==> config.mk <==
export PLATFORM = sky130hd
export DESIGN_NAME = signed_divider_flat
export DESIGN_NICKNAME = d
export VERILOG_FILES = /design/src/rtl/signed_divider_if.sv /design/src/rtl/signed_divider.sv /design/src/flat_wrapper.sv
export SDC_FILE = /design/constraint.sdc
export NUM_CORES = 1
export LEC_CHECK = 0
export CORE_ASPECT_RATIO = 0.9
export CORE_UTILIZATION = 47
export CTS_CLUSTER_DIAMETER = 150
export DETAILED_ROUTE_END_ITERATION = 8
export GPL_TIMING_DRIVEN = 0
export PLACE_DENSITY = 0.78
export SYNTH_ARGS = -nofsm -noshare
export SYNTH_HDL_FRONTEND = slang
export SYNTH_SLANG_ARGS = --single-unit
==> constraint.sdc <==
create_clock -name clk -period 2.6 [get_ports clk]
set_clock_uncertainty 0.05 [all_clocks]
set_input_delay 0.26 -clock clk [delete_from_list [all_inputs] [get_ports clk]]
set_output_delay 0.26 -clock clk [all_outputs]
set_load 0.02 [all_outputs]
==> src/rtl/signed_divider_if.sv <==
// Handshake and operand/result bundle for the signed divider.
// The master drives a request with operands; the slave returns status and results.
interface signed_divider_if #(
    parameter int WIDTH = 8
);
    logic                   start;
    logic [2*WIDTH-1:0]     dividend;
    logic [WIDTH-1:0]       divisor;
    logic                   busy;
    logic                   done;
    logic [WIDTH-1:0]       quotient;
    logic [WIDTH-1:0]       remainder;
    logic                   div_by_zero;
    logic                   overflow;

    modport master (
        output start, dividend, divisor,
        input  busy, done, quotient, remainder, div_by_zero, overflow
    );

    modport slave (
        input  start, dividend, divisor,
        output busy, done, quotient, remainder, div_by_zero, overflow
    );
endinterface

==> src/rtl/signed_divider.sv <==
// Sequential signed divider: a 2*WIDTH-bit dividend by a WIDTH-bit divisor.
// Operand magnitudes are divided with a restoring algorithm, one bit per
// cycle, then signs are applied and the quotient saturated in a final cycle.
module signed_divider #(
    parameter int WIDTH = 8
) (
    input  logic             clk,
    input  logic             rst_n,
    signed_divider_if.slave  bus
);
    localparam int DW = 2 * WIDTH;
    localparam int CW = $clog2(DW + 1);
    localparam logic [CW-1:0]    CNT_ONE = {{(CW-1){1'b0}}, 1'b1};
    localparam logic [DW-1:0]    POS_LIM = {{(WIDTH+1){1'b0}}, {(WIDTH-1){1'b1}}};
    localparam logic [DW-1:0]    NEG_LIM = {{WIDTH{1'b0}}, 1'b1, {(WIDTH-1){1'b0}}};
    localparam logic [WIDTH-1:0] Q_MAX   = {1'b0, {(WIDTH-1){1'b1}}};
    localparam logic [WIDTH-1:0] Q_MIN   = {1'b1, {(WIDTH-1){1'b0}}};

    typedef enum logic [1:0] {
        ST_IDLE = 2'd0,
        ST_CALC = 2'd1,
        ST_FIX  = 2'd2
    } state_t;

    state_t           state_r, state_s;
    logic [CW-1:0]    cnt_r, cnt_s;
    logic [WIDTH:0]   prem_r, prem_s;      // partial remainder, one spare bit
    logic [DW-1:0]    qacc_r, qacc_s;      // dividend magnitude shifting into quotient
    logic [WIDTH-1:0] dvs_r, dvs_s;        // divisor magnitude
    logic             sgn_dvd_r, sgn_dvd_s;
    logic             sgn_dvs_r, sgn_dvs_s;
    logic             zero_r, zero_s;
    logic             busy_r, busy_s;
    logic             done_r, done_s;
    logic [WIDTH-1:0] quo_r, quo_s;
    logic [WIDTH-1:0] rem_r, rem_s;
    logic             dz_r, dz_s;
    logic             ovf_r, ovf_s;
    logic [WIDTH+1:0] shift_s;
    logic [WIDTH+1:0] trial_s;

    // Two's-complement negation at dividend width
    function automatic logic [DW-1:0] neg_dw(input logic [DW-1:0] v);
        return (~v) + {{(DW-1){1'b0}}, 1'b1};
    endfunction

    // Two's-complement negation at result width
    function automatic logic [WIDTH-1:0] neg_w(input logic [WIDTH-1:0] v);
        return (~v) + {{(WIDTH-1){1'b0}}, 1'b1};
    endfunction

    // FSM state register
    always_ff @(posedge clk or negedge rst_n) begin
        if (!rst_n) begin
            state_r <= ST_IDLE;
        end else begin
            state_r <= state_s;
        end
    end

    // Next-state, datapath step and result formation
    always_comb begin
        state_s   = state_r;
        cnt_s     = cnt_r;
        prem_s    = prem_r;
        qacc_s    = qacc_r;
        dvs_s     = dvs_r;
        sgn_dvd_s = sgn_dvd_r;
        sgn_dvs_s = sgn_dvs_r;
        zero_s    = zero_r;
        busy_s    = busy_r;
        done_s    = 1'b0;
        quo_s     = quo_r;
        rem_s     = rem_r;
        dz_s      = dz_r;
        ovf_s     = ovf_r;
        shift_s   = {prem_r, qacc_r[DW-1]};
        trial_s   = shift_s - {2'b00, dvs_r};

        case (state_r)
            ST_IDLE: begin
                if (bus.start) begin
                    busy_s = 1'b1;
                    prem_s = {(WIDTH+1){1'b0}};
                    if (bus.divisor != {WIDTH{1'b0}}) begin
                        qacc_s    = bus.dividend[DW-1] ? neg_dw(bus.dividend) : bus.dividend;
                        dvs_s     = bus.divisor[WIDTH-1] ? neg_w(bus.divisor) : bus.divisor;
                        sgn_dvd_s = bus.dividend[DW-1];
                        sgn_dvs_s = bus.divisor[WIDTH-1];
                        zero_s    = 1'b0;
                        cnt_s     = CW'(DW);
                        state_s   = ST_CALC;
                    end else begin
                        // Keep the raw dividend; its low half becomes the remainder
                        qacc_s    = bus.dividend;
                        dvs_s     = {WIDTH{1'b0}};
                        sgn_dvd_s = 1'b0;
                        sgn_dvs_s = 1'b0;
                        zero_s    = 1'b1;
                        cnt_s     = {CW{1'b0}};
                        state_s   = ST_FIX;
                    end
                end else begin
                    state_s = ST_IDLE;
                end
            end
            ST_CALC: begin
                // A set top bit of the trial means a borrow: restore
                if (trial_s[WIDTH+1]) begin
                    prem_s = shift_s[WIDTH:0];
                    qacc_s = {qacc_r[DW-2:0], 1'b0};
                end else begin
                    prem_s = trial_s[WIDTH:0];
                    qacc_s = {qacc_r[DW-2:0], 1'b1};
                end
                cnt_s = cnt_r - CNT_ONE;
                if (cnt_r == CNT_ONE) begin
                    state_s = ST_FIX;
                end else begin
                    state_s = ST_CALC;
                end
            end
            ST_FIX: begin
                state_s = ST_IDLE;
                busy_s  = 1'b0;
                done_s  = 1'b1;
                if (zero_r) begin
                    quo_s = {WIDTH{1'b0}};
                    rem_s = qacc_r[WIDTH-1:0];
                    dz_s  = 1'b1;
                    ovf_s = 1'b0;
                end else begin
                    dz_s  = 1'b0;
                    rem_s = sgn_dvd_r ? neg_w(prem_r[WIDTH-1:0]) : prem_r[WIDTH-1:0];
                    if (sgn_dvd_r ^ sgn_dvs_r) begin
                        if (qacc_r > NEG_LIM) begin
                            quo_s = Q_MIN;
                            ovf_s = 1'b1;
                        end else begin
                            quo_s = neg_w(qacc_r[WIDTH-1:0]);
                            ovf_s = 1'b0;
                        end
                    end else begin
                        if (qacc_r > POS_LIM) begin
                            quo_s = Q_MAX;
                            ovf_s = 1'b1;
                        end else begin
                            quo_s = qacc_r[WIDTH-1:0];
                            ovf_s = 1'b0;
                        end
                    end
                end
            end
            default: begin
                state_s = ST_IDLE;
                busy_s  = 1'b0;
            end
        endcase
    end

    // Datapath and result registers
    always_ff @(posedge clk or negedge rst_n) begin
        if (!rst_n) begin
            cnt_r     <= {CW{1'b0}};
            prem_r    <= {(WIDTH+1){1'b0}};
            qacc_r    <= {DW{1'b0}};
            dvs_r     <= {WIDTH{1'b0}};
            sgn_dvd_r <= 1'b0;
            sgn_dvs_r <= 1'b0;
            zero_r    <= 1'b0;
            busy_r    <= 1'b0;
            done_r    <= 1'b0;
            quo_r     <= {WIDTH{1'b0}};
            rem_r     <= {WIDTH{1'b0}};
            dz_r      <= 1'b0;
            ovf_r     <= 1'b0;
        end else begin
            cnt_r     <= cnt_s;
            prem_r    <= prem_s;
            qacc_r    <= qacc_s;
            dvs_r     <= dvs_s;
            sgn_dvd_r <= sgn_dvd_s;
            sgn_dvs_r <= sgn_dvs_s;
            zero_r    <= zero_s;
            busy_r    <= busy_s;
            done_r    <= done_s;
            quo_r     <= quo_s;
            rem_r     <= rem_s;
            dz_r      <= dz_s;
            ovf_r     <= ovf_s;
        end
    end

    assign bus.busy        = busy_r;
    assign bus.done        = done_r;
    assign bus.quotient    = quo_r;
    assign bus.remainder   = rem_r;
    assign bus.div_by_zero = dz_r;
    assign bus.overflow    = ovf_r;
endmodule

==> src/flat_wrapper.sv <==
// flat-port wrapper written by rule: the top's interface ports become plain ports
module signed_divider_flat 
#(
    parameter int WIDTH = 8
)
  (clk, rst_n, bus_start, bus_dividend, bus_divisor, bus_busy, bus_done, bus_quotient, bus_remainder, bus_div_by_zero, bus_overflow);
  signed_divider_if #(.WIDTH(WIDTH)) bus_i ();
  input  logic clk;
  input  logic rst_n;
  input wire logic [$bits(bus_i.start)-1:0] bus_start;
  input wire logic [$bits(bus_i.dividend)-1:0] bus_dividend;
  input wire logic [$bits(bus_i.divisor)-1:0] bus_divisor;
  output wire logic [$bits(bus_i.busy)-1:0] bus_busy;
  output wire logic [$bits(bus_i.done)-1:0] bus_done;
  output wire logic [$bits(bus_i.quotient)-1:0] bus_quotient;
  output wire logic [$bits(bus_i.remainder)-1:0] bus_remainder;
  output wire logic [$bits(bus_i.div_by_zero)-1:0] bus_div_by_zero;
  output wire logic [$bits(bus_i.overflow)-1:0] bus_overflow;
  assign bus_i.start = bus_start;
  assign bus_i.dividend = bus_dividend;
  assign bus_i.divisor = bus_divisor;
  assign bus_busy = bus_i.busy;
  assign bus_done = bus_i.done;
  assign bus_quotient = bus_i.quotient;
  assign bus_remainder = bus_i.remainder;
  assign bus_div_by_zero = bus_i.div_by_zero;
  assign bus_overflow = bus_i.overflow;
  signed_divider #(.WIDTH(WIDTH)) u_core (.clk(clk), .rst_n(rst_n), .bus(bus_i));
endmodule
==> summary.md, run 1 <==
| Metric | Value |
|---|---|
| WHS Endpoint | u_core.sgn_dvs_r |
| Status | finished, final reports clean |
| Worst-Margin Slew | 0.778 ns |
| Final ANT Viol Nets | 0 |
| Seq/Total Area, Yosys | 0.408 |
| Gr usage total | 0.231 |
| Fin. Hold Viols | 0 |
| Compound-gate portion of the synthesized area | 0.222 |
| Synthesized Nets | 486 |
| Minimum clock period | between 2 and 3 ns |
| Crit-path cells | ha_1 -> nor2b_1 -> o2111ai_2 -> a31oi_2 -> or3_1 -> buf_4 -> and2_2 -> a221o_1 |
| Hold_sp | bus_divisor[7] |
| DP Wirelength | 7.11 mm |
| Final nets | between 500 and 600 |
| Unique masters post-synth | 54 |
| Final Wtd Congestion | ~0.89 |
| Leakage | 1.99 nW |
| Slowest library cell on the worst path | dfrtp_2 |
| First-pass GRT wire length | around 16 mm |
| # DRC | 0 |
| Via density per instance | 5.92 |
| CTS H-Tree Depth | 3 |
| Hold path depth | 3 |
| Met3 usage | 0.0479 |
| Top Family by Delay on Critical Path | simple AND/OR/NAND/NOR gates |
| WP data arrival | 2.71 ns |
| Area growth, synth to finish | 22.0% |
| Share of cells above drive strength 1 | 0.0784 |
| Mean Syn Cell Area | 8.70 sq um |
| Cell depth of the worst setup path | 8 |
| Simple-gate share of the synthesized area | 0.189 |
| Final Power | a little under 6 mW |
| Final setup vio count | 0 |
| Fillcell total | 689 |
| Worst IR drop on VDD | 0.914 mV |
| R2R depth | 8 |
| Max Cap Viol | 0 |
| Clock buffer depth | 2 |
| Layout Cells excl Fill | 606 |
| Placement-stage cell area | 4450 sq um |
| Clock-pin slew on the worst setup and hold paths | 0.07 ns |
| Mapped Area | around 3900 sq um |
| Clock latency on the worst-skew pair | 0.34 ns |
| Main flop type after synthesis | dfrtp_1 |
| Synth Warn # | 0 |
| Number of flops mapped to enable cells by yosys | 0 |
| Mux contribution to synthesized area | 0.0159 |
| Row count | 30 |
| CP endpoint kind | flop |
| M2 GR Usage | 0.390 |
| Vias | 3586 |
| Reg-to-reg setup timing slack | 0.06 ns |
| Worst path bufs/invs | 1 |
| Die extent in y | 88.0 microns |
| Power Density | ~1200 nW/um^2 |
| Initial antenna violation count | 0 |
| Slowest stage delay, CP | around 0.46 ns |
| # placed instances | 586 |
| Largest family of logic cells by synthesized area | compound AO/OA/AOI/OAI gates |
| Post-synthesis adder-cell area fraction | 0.0505 |
| CORE AREA | between 7000 and 8000 sq um |
| Starting Density | 0.500 |
| Detailed Route Iter0 Violations | 312 |
| Final wirelength | between 9 and 10 mm |
| # diodes | 0 |
| Ports | 47 |
| Grt ovf | 0 |
| Vias in the first global route | 3299 |
| Slew headroom | 0.478 |
| CP required | 2.77 ns |
| Post-synthesis instance total | 444 |
| Most crowded layer after global routing | met2 |
| Kind of critical path | reg -> reg |
| F_max | 393 MHz |
| Startpoint Class | flop |
| Chip width | a little under 100 microns |
| Clk root buf | clkbuf_8 |
| First-pass DRT Iterations | 5 |
| DIE AREA | 8590 sq um |
| Worst Hold Class | in -> reg |
| Clock Sink Count | 63 |
| Period utilisation layout | 0.979 |
| GR Layer Usage met1 | 0.303 |
| Register bit total from synthesis | 63 |
| I/O Buffers | 45 |
| CTS buffer count | 9 |
| Pin count of the biggest net entering global routing | 42 |
| Maximum fanout along the worst path | 10 |
| Pins over their slew limit | 0 |
| R2r endpoint | u_core.prem_r[4] |
| Post-Synth XOR/XNOR Area | 0.0680 |
| Design area | 4710 sq um |
| CTS tree | built |
| Routed len/inst | 15.9 microns |
| Worst r2r src | u_core.prem_r[0] |
| Ys async rst share | 1.00 |
## tightest hold or removal path, cell delays in order
cell      delay (ns)
clkbuf_1        0.20
nand2_1         0.12
nand2_1         0.05
## registers in the layout, indices dropped and copies added, names as in the netlist
name                    cells
u_core.bus.busy             1
u_core.bus.div_by_zero      1
u_core.bus.done             1
u_core.bus.overflow         1
u_core.bus.quotient         8
u_core.bus.remainder        8
u_core.cnt_r                5
u_core.dvs_r                8
u_core.prem_r               9
u_core.qacc_r              16
u_core.sgn_dvd_r            1
u_core.sgn_dvs_r            1
u_core.state_r              2
u_core.zero_r               1
## stage by stage
step	util	hold WS (ns)	TNS (ns)	setup WS, ns
final	0.609	0.262	0	0.0550
after detailed placement	0.575	0.224	-2.51	-0.223
after global placement	0.573	0.412	-51.93	-0.795
after global routing	0.609	0.283	-0.0422	-0.0168
after floorplan	-	-0.0856	0	0.227
after CTS	0.600	0.251	0	0.00131
## worst max path at each step
stage	start	end	slack (ns)
floorplan	u_core.prem_r[2]	u_core.prem_r[4]	0.23
global placement	rst_n	u_core.qacc_r[14]	-0.80
finish	u_core.prem_r[0]	u_core.prem_r[4]	0.06
global route	u_core.qacc_r[15]	u_core.prem_r[8]	-0.02
CTS	u_core.prem_r[0]	u_core.prem_r[4]	0.001
detailed placement	bus_divisor[0]	u_core.qacc_r[14]	-0.22
## cells in the mapped netlist (all sizes together), types with 3 or more instances
cell,instances,area share
o41ai,3,0.0068
clkbuf,21,0.021
xor2,18,0.041
o211ai,5,0.0097
nand4,5,0.0081
mux2i,5,0.013
nor2,26,0.025
a22oi,15,0.029
dfrtp,63,0.41
o21a,4,0.0078
ha,14,0.045
nor3,10,0.013
xnor2,12,0.027
or3,11,0.019
or4,4,0.0097
nor2b,4,0.0065
nand2b,7,0.011
nand2,58,0.056
inv,24,0.023
o31ai,9,0.017
a211oi,6,0.012
o21ai,51,0.066
nand3,11,0.014
o311ai,4,0.0091
a21oi,22,0.028
## cell type report
class / count / area (sq um) / share of cell area
repair buffers: 52 / 513 / 0.109
well taps: 96 / 120 / 0.0255
plain buffers: 22 / 87.6 / 0.0186
multi-input cells: 334 / 2140 / 0.455
flip-flops and latches: 63 / 1580 / 0.335
inverters: 24 / 90.1 / 0.0191
clock buffers: 11 / 131 / 0.0279
clock inverters: 4 / 47.5 / 0.0101
## layer usage
| metal | vias up | wire length, microns | share of wire |
|---|---|---|---|
| met5 | - | 0 | 0 |
| met4 | 0 | 147 | 0.015 |
| met3 | 15 | 556 | 0.058 |
| met2 | 145 | 4590 | 0.48 |
| met1 | 1711 | 4320 | 0.45 |
| li1 | 1715 | - | - |
## logic make-up (layout without fill, tap and decap cells)
group,count (synthesis),in the layout
AOI/OAI and AO/OA,136,136
xor gates and xnor gates,30,30
adders and majority gates,15,15
buffers and inverters,47,113
DFF,63,63
muxes,6,6
and+or+nand+nor,147,147
## cell usage in the layout, fill, tap and decap left out, types with 5 or more instances in the layout
cell and instances:
nor2_1 26, clkbuf_8 9, or3_1 10, nand3_1 11, a211oi_1 6, clkbuf_1 22, inv_1 23, ha_1 13
clkdlybuf4s50_1 44, dfrtp_1 61, nor3_1 10, buf_4 6, a21oi_1 22, xor2_1 18, nand2_1 58, nand2b_1 7
o21ai_0 49, o211ai_1 5, o31ai_1 9, a22oi_1 15, nand4_1 5, xnor2_1 12, mux2i_1 5
## power by group
| group | switching (mW) | internal [mW] |
|---|---|---|
| sequential | 0.417 | 1.41 |
| combinational | 1.84 | 1.41 |
| clock | 0.370 | 0.435 |
| total | 2.63 | 3.26 |
## timing repair
item                                   CTS  global route
resized for setup                        1            11
hold buffers                             1             0
setup endpoints to repair                2            23
pin swaps                                0             3
endpoints found under the hold margin   22             0
buffers inserted                         0             5
Power figures use the tool's default switching activity.
==> run 2, diff against run 1 <==
--- a/config.mk
+++ b/config.mk
@@ -5,10 +5,12 @@
 export SDC_FILE = /design/constraint.sdc
 export NUM_CORES = 1
 export LEC_CHECK = 0
+export ABC_AREA = 0
 export CORE_ASPECT_RATIO = 0.9
 export CORE_UTILIZATION = 47
-export CTS_CLUSTER_DIAMETER = 150
+export CTS_CLUSTER_DIAMETER = 60
 export DETAILED_ROUTE_END_ITERATION = 8
+export GPL_ROUTABILITY_DRIVEN = 0
 export GPL_TIMING_DRIVEN = 0
 export PLACE_DENSITY = 0.78
 export SYNTH_ARGS = -nofsm -noshare
==> run 2 against run 1 <==
  * Count of clock-buffer cells in the layout up 1
  * Clock power up 12%
  * Utilization up 0.18 points
  * Cell area up 0.29%
  * Wire length down 3.1%
  * Combinational power about the same
  * Non-clock buffer count down 2
  * Register-to-register slack better by 0.07 ns
==> summary.md, run 2 (synthesis gave the netlist of run 1 again) <==
| Metric | Value |
|---|---|
| CTS buffer count | 9 (unchanged) |
| Slowest library cell on the worst path | dfrtp_2 (unchanged) |
| Fin. Hold Viols | 0 (unchanged) |
| DIE AREA | 8590 sq um (unchanged) |
| Vias | 3505 (was 3586) |
| Starting Density | 0.500 (unchanged) |
| Initial antenna violation count | 0 (unchanged) |
| Fillcell total | 674 (was 689) |
| Clock buffer depth | 2 (unchanged) |
| Layout Cells excl Fill | 605 (was 606) |
| Worst IR drop on VDD | 0.765 mV (was 0.914 mV) |
| Final nets | 546 (was 548) |
| Leakage | 2.00 nW (was 1.99 nW) |
| Row count | 30 (unchanged) |
| CP endpoint kind | flop (unchanged) |
| FF/Latch Area | 1580 sq um (about the same) |
| Grt ovf | 0 (unchanged) |
| CORE AREA | 7730 sq um (unchanged) |
| Gr usage total | 0.229 (was 0.231) |
| Area growth, synth to finish | 22.3% (was 22.0%) |
| Top reg by flops | u_core.qacc_r (unchanged) |
| Kind of critical path | reg -> reg (unchanged) |
| Detailed Route Iter0 Violations | 240 (was 312) |
| CTS tree | built (unchanged) |
| Most common cell after layout, fill and taps aside | dfrtp_1 (unchanged) |
| Startpoint Class | flop (unchanged) |
| First-pass GRT wire length | 15.8 mm (about the same) |
| Core Util, Final | 0.611 (was 0.609) |
| Via density per instance | 5.79 (was 5.92) |
| Power Density | 1270 nW/um^2 (was 1250 nW/um^2) |
| Vias in the first global route | 3330 (was 3299) |
| Worst path bufs/invs | 1 (unchanged) |
| Maximum fanout along the worst path | 10 (unchanged) |
| Top Family by Delay on Critical Path | simple AND/OR/NAND/NOR gates (unchanged) |
| P_sw | 2.61 mW (was 2.63 mW) |
| Clock-pin slew on the worst setup and hold paths | 0.07 ns (about the same) |
| Die extent in y | 88.0 microns (unchanged) |
| CP required | 2.77 ns (about the same) |
| Final wirelength | 9.31 mm (was 9.61 mm) |
| CTS H-Tree Depth | 3 (unchanged) |
| Unrepaired setup endpoints after global routing | no |
| Slew headroom | 0.463 (was 0.478) |
| Crit-path cells | ha_1 -> nor2b_1 -> o2111ai_2 -> a31oi_2 -> or3_1 -> clkbuf_4 -> and2_2 -> a221o_1 (was ha_1 -> nor2b_1 -> o2111ai_2 -> a31oi_2 -> or3_1 -> buf_4 -> and2_2 -> a221o_1) |
| Max Cap Viol | 0 (unchanged) |
| Pin count of the biggest net entering global routing | 64 (was 42) |
| # placed instances | 585 (was 586) |
| Final setup vio count | 0 (unchanged) |
| F_max | 403 MHz (was 393 MHz) |
| Status | finished, final reports clean (unchanged) |
| # diodes | 0 (unchanged) |
| Chip width | 97.6 microns (unchanged) |
| Clock latency on the worst-skew pair | 0.34 ns (about the same) |
| Placement-stage cell area | 4430 sq um (was 4450 sq um) |
| WP data arrival | 2.65 ns (was 2.71 ns) |
| Share of cells above drive strength 1 | 0.0825 (was 0.0784) |
| Commonest cells after routing, fill and taps aside | 60 x dfrtp_1, 58 x nand2_1, 49 x o21ai_0, 44 x clkdlybuf4s50_1, 26 x nor2_1 (was 61 x dfrtp_1, 58 x nand2_1, 49 x o21ai_0, 44 x clkdlybuf4s50_1, 26 x nor2_1) |
| Period utilisation layout | 0.953 (was 0.979) |
| DP Wirelength | 6.88 mm (was 7.11 mm) |
| Cell Int Power | 3.37 mW (was 3.26 mW) |
| Hold slack | 0.278 ns (was 0.262 ns) |
| Clk root buf | clkbuf_8 (unchanged) |
| Area of the multi-input gates | 2150 sq um (was 2140 sq um) |
| Worst Hold Class | in -> reg (unchanged) |
| Ports | 47 (unchanged) |
| I/O Buffers | 45 (unchanged) |
| Net Sw Frac | 0.437 (was 0.447) |
| Final ANT Viol Nets | 0 (unchanged) |
| Clock Power Share | 0.151 (was 0.137) |
| Pins over their slew limit | 0 (unchanged) |
| First-pass DRT Iterations | 5 (unchanged) |
| Sequential share of power | 0.305 (was 0.310) |
| Design area | 4730 sq um (was 4710 sq um) |
| Setup_tns | 0 ns (unchanged) |
| # DRC | 0 (unchanged) |
| Combinational Power Share | 0.545 (was 0.553) |
| Max reg flops | 16 (unchanged) |
| Slowest stage delay, CP | 0.43 ns (was 0.46 ns) |
| Clock Sink Count | 63 (unchanged) |
| Biggest regs | u_core.qacc_r (16), u_core.prem_r (9) (unchanged) |
| Minimum clock period | 2.48 ns (was 2.54 ns) |
| Worst-Margin Slew | 0.800 ns (was 0.778 ns) |
| Routed len/inst | 15.4 microns (was 15.9 microns) |
==> run 2: path summary, 6_finish.rpt <==
kind                                         start                 endpoint  slack (ns)  cells past startpoint
setup / recovery                  u_core.prem_r[0]         u_core.prem_r[3]        0.12                      8
hold / removal                      bus_divisor[7]         u_core.sgn_dvs_r        0.28                      3
setup reg to reg                  u_core.prem_r[0]         u_core.prem_r[3]        0.12                      8
hold reg to reg            u_core.bus.remainder[7]  u_core.bus.remainder[7]        0.42                      2
max in group asynchronous                    rst_n         u_core.qacc_r[0]        1.46                      2
min in group asynchronous                    rst_n          u_core.bus.done        0.49                      2
==> run 2: repair_timing <==
| action | CTS | global route |
|---|---|---|
| endpoints found under the hold margin | 63 | 0 |
| cloned | 0 | 0 |
| setup endpoints to repair | 2 | 16 |
| buffers inserted | 0 | 4 |
| pin swaps | 0 | 4 |
| hold buffers | 1 | 0 |
| resized for setup | 2 | 13 |
==> run 2: final cells by class <==
class	instances	share of cell area
flip-flops and latches	63	0.334
clock buffers	12	0.0286
well taps	96	0.0254
clock inverters	4	0.0148
plain buffers	22	0.0185
repair buffers	50	0.103
inverters	24	0.0191
multi-input cells	334	0.456
==> run 2: power by group through the flow <==
stage                     registers (mW)  logic, mW  clock network [mW]
after floorplan                     1.84       2.14                   0
after global placement              1.80       2.97                   0
after detailed placement            1.82       3.08                   0
after CTS                           1.81       3.13               0.911
after global routing                1.88       3.64               0.952
final                               1.82       3.26               0.901
==> run 2: tightest hold or removal path, cell delays in order <==
cell	delay, ns
clkbuf_1	0.20
nand2_1	0.13
nand2_1	0.05
==> run 2: per-layer routing <==
| metal | routed length, microns | global-route usage |
|---|---|---|
| met1 | 4300 | 0.299 |
| met2 | 4500 | 0.391 |
| met3 | 423 | 0.0455 |
| met4 | 92 | 0.0682 |
| met5 | 0 | 0 |
==> run 2: through the flow <==
step                      power, mW  setup slack [ns]
after floorplan                3.98             0.227
after global placement         4.77            -0.828
after detailed placement       4.90            -0.227
after CTS                      5.85            0.0152
after global routing           6.47            0.0148
final                          5.98             0.121
==> run 3, diff against run 2 <==
==> constraint.sdc (replaced) <==
create_clock -name clk -period 3.1 [get_ports clk]
set_clock_uncertainty 0.05 [all_clocks]
set_input_delay 0.31 -clock clk [delete_from_list [all_inputs] [get_ports clk]]
set_output_delay 0.31 -clock clk [all_outputs]
set_load 0.02 [all_outputs]
==> run 3 against run 2 <==
  * The run now ends with hold timing left
  * Final cell count shrank 0.66%
  * Critical path depth grew 1
  * Largest power group unchanged
  * Count of clock-buffer cells in the layout is the same
  * Largest cell class unchanged
==> summary.md, run 3 (synthesis gave the netlist of run 1 again) <==
| Metric | Value |
|---|---|
| First-pass GRT wire length | 15.8 mm (about the same) |
| Setup_tns | 0 ns (unchanged) |
| Pin count of the biggest net entering global routing | 64 (unchanged) |
| Status | finished with violations (was finished, final reports clean) |
| # DRC | 0 (unchanged) |
| Post-CTS setup buffer count | 0 (unchanged) |
| Kind of critical path | reg -> reg (unchanged) |
| Pins over their slew limit | 0 (unchanged) |
| Maximum fanout along the worst path | 10 (unchanged) |
| CORE AREA | 7730 sq um (unchanged) |
| Final wirelength | 9.20 mm (was 9.31 mm) |
| Minimum clock period | 2.64 ns (was 2.48 ns) |
| CTS tree | built (unchanged) |
| Final nets | 542 (was 546) |
| Gr usage total | 0.229 (about the same) |
| Worst Hold Class | in -> async (was in -> reg) |
| Clk root buf | clkbuf_8 (unchanged) |
| PostCTS Resize Cnt | 0 (was 2) |
| Slowest stage delay, CP | 0.47 ns (was 0.43 ns) |
| Slew headroom | 0.450 (was 0.463) |
| Placement-stage cell area | 4430 sq um (unchanged) |
| Fin. Hold Viols | 3 (was 0) |
| Die extent in y | 88.0 microns (unchanged) |
| Leakage | 1.97 nW (was 2.00 nW) |
| Hold_buf cts | 0 (was 1) |
| Fillcell total | 688 (was 674) |
| CTS buffer count | 9 (unchanged) |
| Crit-path cells | ha_1 -> and2_1 -> o21ai_1 -> a31oi_1 -> or3_1 -> buf_2 -> and2_1 -> buf_2 -> a221o_1 (was ha_1 -> nor2b_1 -> o2111ai_2 -> a31oi_2 -> or3_1 -> clkbuf_4 -> and2_2 -> a221o_1) |
| Period utilisation layout | 0.851 (was 0.953) |
| CP endpoint kind | flop (unchanged) |
| Clock Sink Count | 63 (unchanged) |
| Via density per instance | 5.84 (was 5.79) |
| Slowest library cell on the worst path | dfrtp_1 (was dfrtp_2) |
| Worst path bufs/invs | 2 (was 1) |
| Clock buffer depth | 2 (unchanged) |
| Startpoint Class | flop (unchanged) |
| F_max | 379 MHz (was 403 MHz) |
| First-pass DRT Iterations | 5 (unchanged) |
| Detailed Route Iter0 Violations | 258 (was 240) |
| Commonest cells after routing, fill and taps aside | 63 x dfrtp_1, 58 x nand2_1, 49 x o21ai_0, 44 x clkdlybuf4s50_1, 26 x nor2_1 (was 60 x dfrtp_1, 58 x nand2_1, 49 x o21ai_0, 44 x clkdlybuf4s50_1, 26 x nor2_1) |
| Vias in the first global route | 3309 (was 3330) |
| Ports | 47 (unchanged) |
| WP data arrival | 2.81 ns (was 2.65 ns) |
| Most common cell after layout, fill and taps aside | dfrtp_1 (unchanged) |
| Power Density | 1060 nW/um^2 (was 1270 nW/um^2) |
| Final setup vio count | 0 (unchanged) |
| Top reg by flops | u_core.qacc_r (unchanged) |
| Clock latency on the worst-skew pair | 0.34 ns (about the same) |
| I/O Buffers | 45 (unchanged) |
| Max Cap Viol | 0 (unchanged) |
| Share of cells above drive strength 1 | 0.0515 (was 0.0825) |
| Design area | 4640 sq um (was 4730 sq um) |
| Top Family by Delay on Critical Path | simple AND/OR/NAND/NOR gates (unchanged) |
| DP Wirelength | 6.88 mm (unchanged) |
| # diodes | 0 (unchanged) |
| Failing checks | hold timing |
| Starting Density | 0.500 (unchanged) |
| Vias | 3512 (was 3505) |
| Unrepaired setup endpoints after global routing | no (unchanged) |
| DIE AREA | 8590 sq um (unchanged) |
| Max reg flops | 16 (unchanged) |
| CTS H-Tree Depth | 3 (unchanged) |
| Final ANT Viol Nets | 0 (unchanged) |
| Initial antenna violation count | 0 (unchanged) |
| Biggest regs | u_core.qacc_r (16), u_core.prem_r (9) (unchanged) |
| Clock-pin slew on the worst setup and hold paths | 0.07 ns (about the same) |
| Worst-Margin Slew | 0.819 ns (was 0.800 ns) |
| Final Power | 4.90 mW (was 5.98 mW) |
| CP required | 3.27 ns (was 2.77 ns) |
| Routed len/inst | 15.3 microns (was 15.4 microns) |
| Row count | 30 (unchanged) |
| Grt ovf | 0 (unchanged) |
| Worst IR drop on VDD | 0.625 mV (was 0.765 mV) |
| Area growth, synth to finish | 20.0% (was 22.3%) |
| Chip width | 97.6 microns (unchanged) |
| Hold slack | -0.00595 ns (was 0.278 ns) |
==> run 3: changes by cell type in the layout (fill, tap and decap cells not counted), moves of 2 or more <==
cell	delta
buf_4	-4
dfrtp_1	+3
dfrtp_2	-3
buf_2	+2
o21ai_1	+2
o21ai_2	-2
==> run 3: where the power goes <==
part | internal [mW] | switching (mW)
Clock | 0.451 | 0.302
Combinational | 1.13 | 1.49
Sequential | 1.18 | 0.345
Total | 2.76 | 2.14
==> run 3: worst paths after layout <==
kind	slack (ns)	cells past startpoint	startpoint	to
max in group asynchronous	2.49	1	rst_n	u_core.dvs_r[7]
max	0.46	9	u_core.prem_r[2]	u_core.prem_r[3]
min	-0.006	1	rst_n	u_core.bus.done
min in group clk	0.32	3	bus_divisor[7]	u_core.sgn_dvs_r
max reg2reg	0.46	9	u_core.prem_r[2]	u_core.prem_r[3]
min reg2reg	0.42	2	u_core.bus.remainder[7]	u_core.bus.remainder[7]
==> run 3: through the flow <==
| stage | instances | hold slack, ns | setup WS [ns] | utilization |
|---|---|---|---|---|
| floorplan | 444 | -0.0356 | 0.727 | - |
| global placement | 585 | 0.410 | -0.378 | 0.573 |
| detailed placement | 585 | 0.393 | 0.223 | 0.573 |
| CTS | 601 | 0.0297 | 0.482 | 0.600 |
| global route | 601 | 0.0630 | 0.306 | 0.600 |
| finish | 601 | -0.00595 | 0.462 | 0.600 |
==> run 3: per-layer routing <==
metal	track usage	share of wire
met5	0	0
met3	0.0455	0.052
met4	0.0682	0.014
met1	0.300	0.46
met2	0.388	0.47
==> run 3: worst reg2reg max path, delay by kind of cell, from the launching register on <==
| kind | cells | cell delay (ns) |
|---|---|---|
| DFF | 1 | 0.47 |
| AOI/OAI and AO/OA | 3 | 0.60 |
| and+or+nand+nor | 3 | 0.67 |
| buffers and inverters | 2 | 0.35 |
| adders and majority gates | 1 | 0.39 |
==> run 3: final cells by class <==
type | instances | area, sq um | share of cell area
clock inverters | 4 | 70.1 | 0.0151
multi-input cells | 334 | 2110 | 0.454
flip-flops and latches | 63 | 1580 | 0.340
clock buffers | 12 | 135 | 0.0291
inverters | 24 | 90.1 | 0.0194
well taps | 96 | 120 | 0.0259
plain buffers | 23 | 90.1 | 0.0194
repair buffers | 45 | 448 | 0.0966
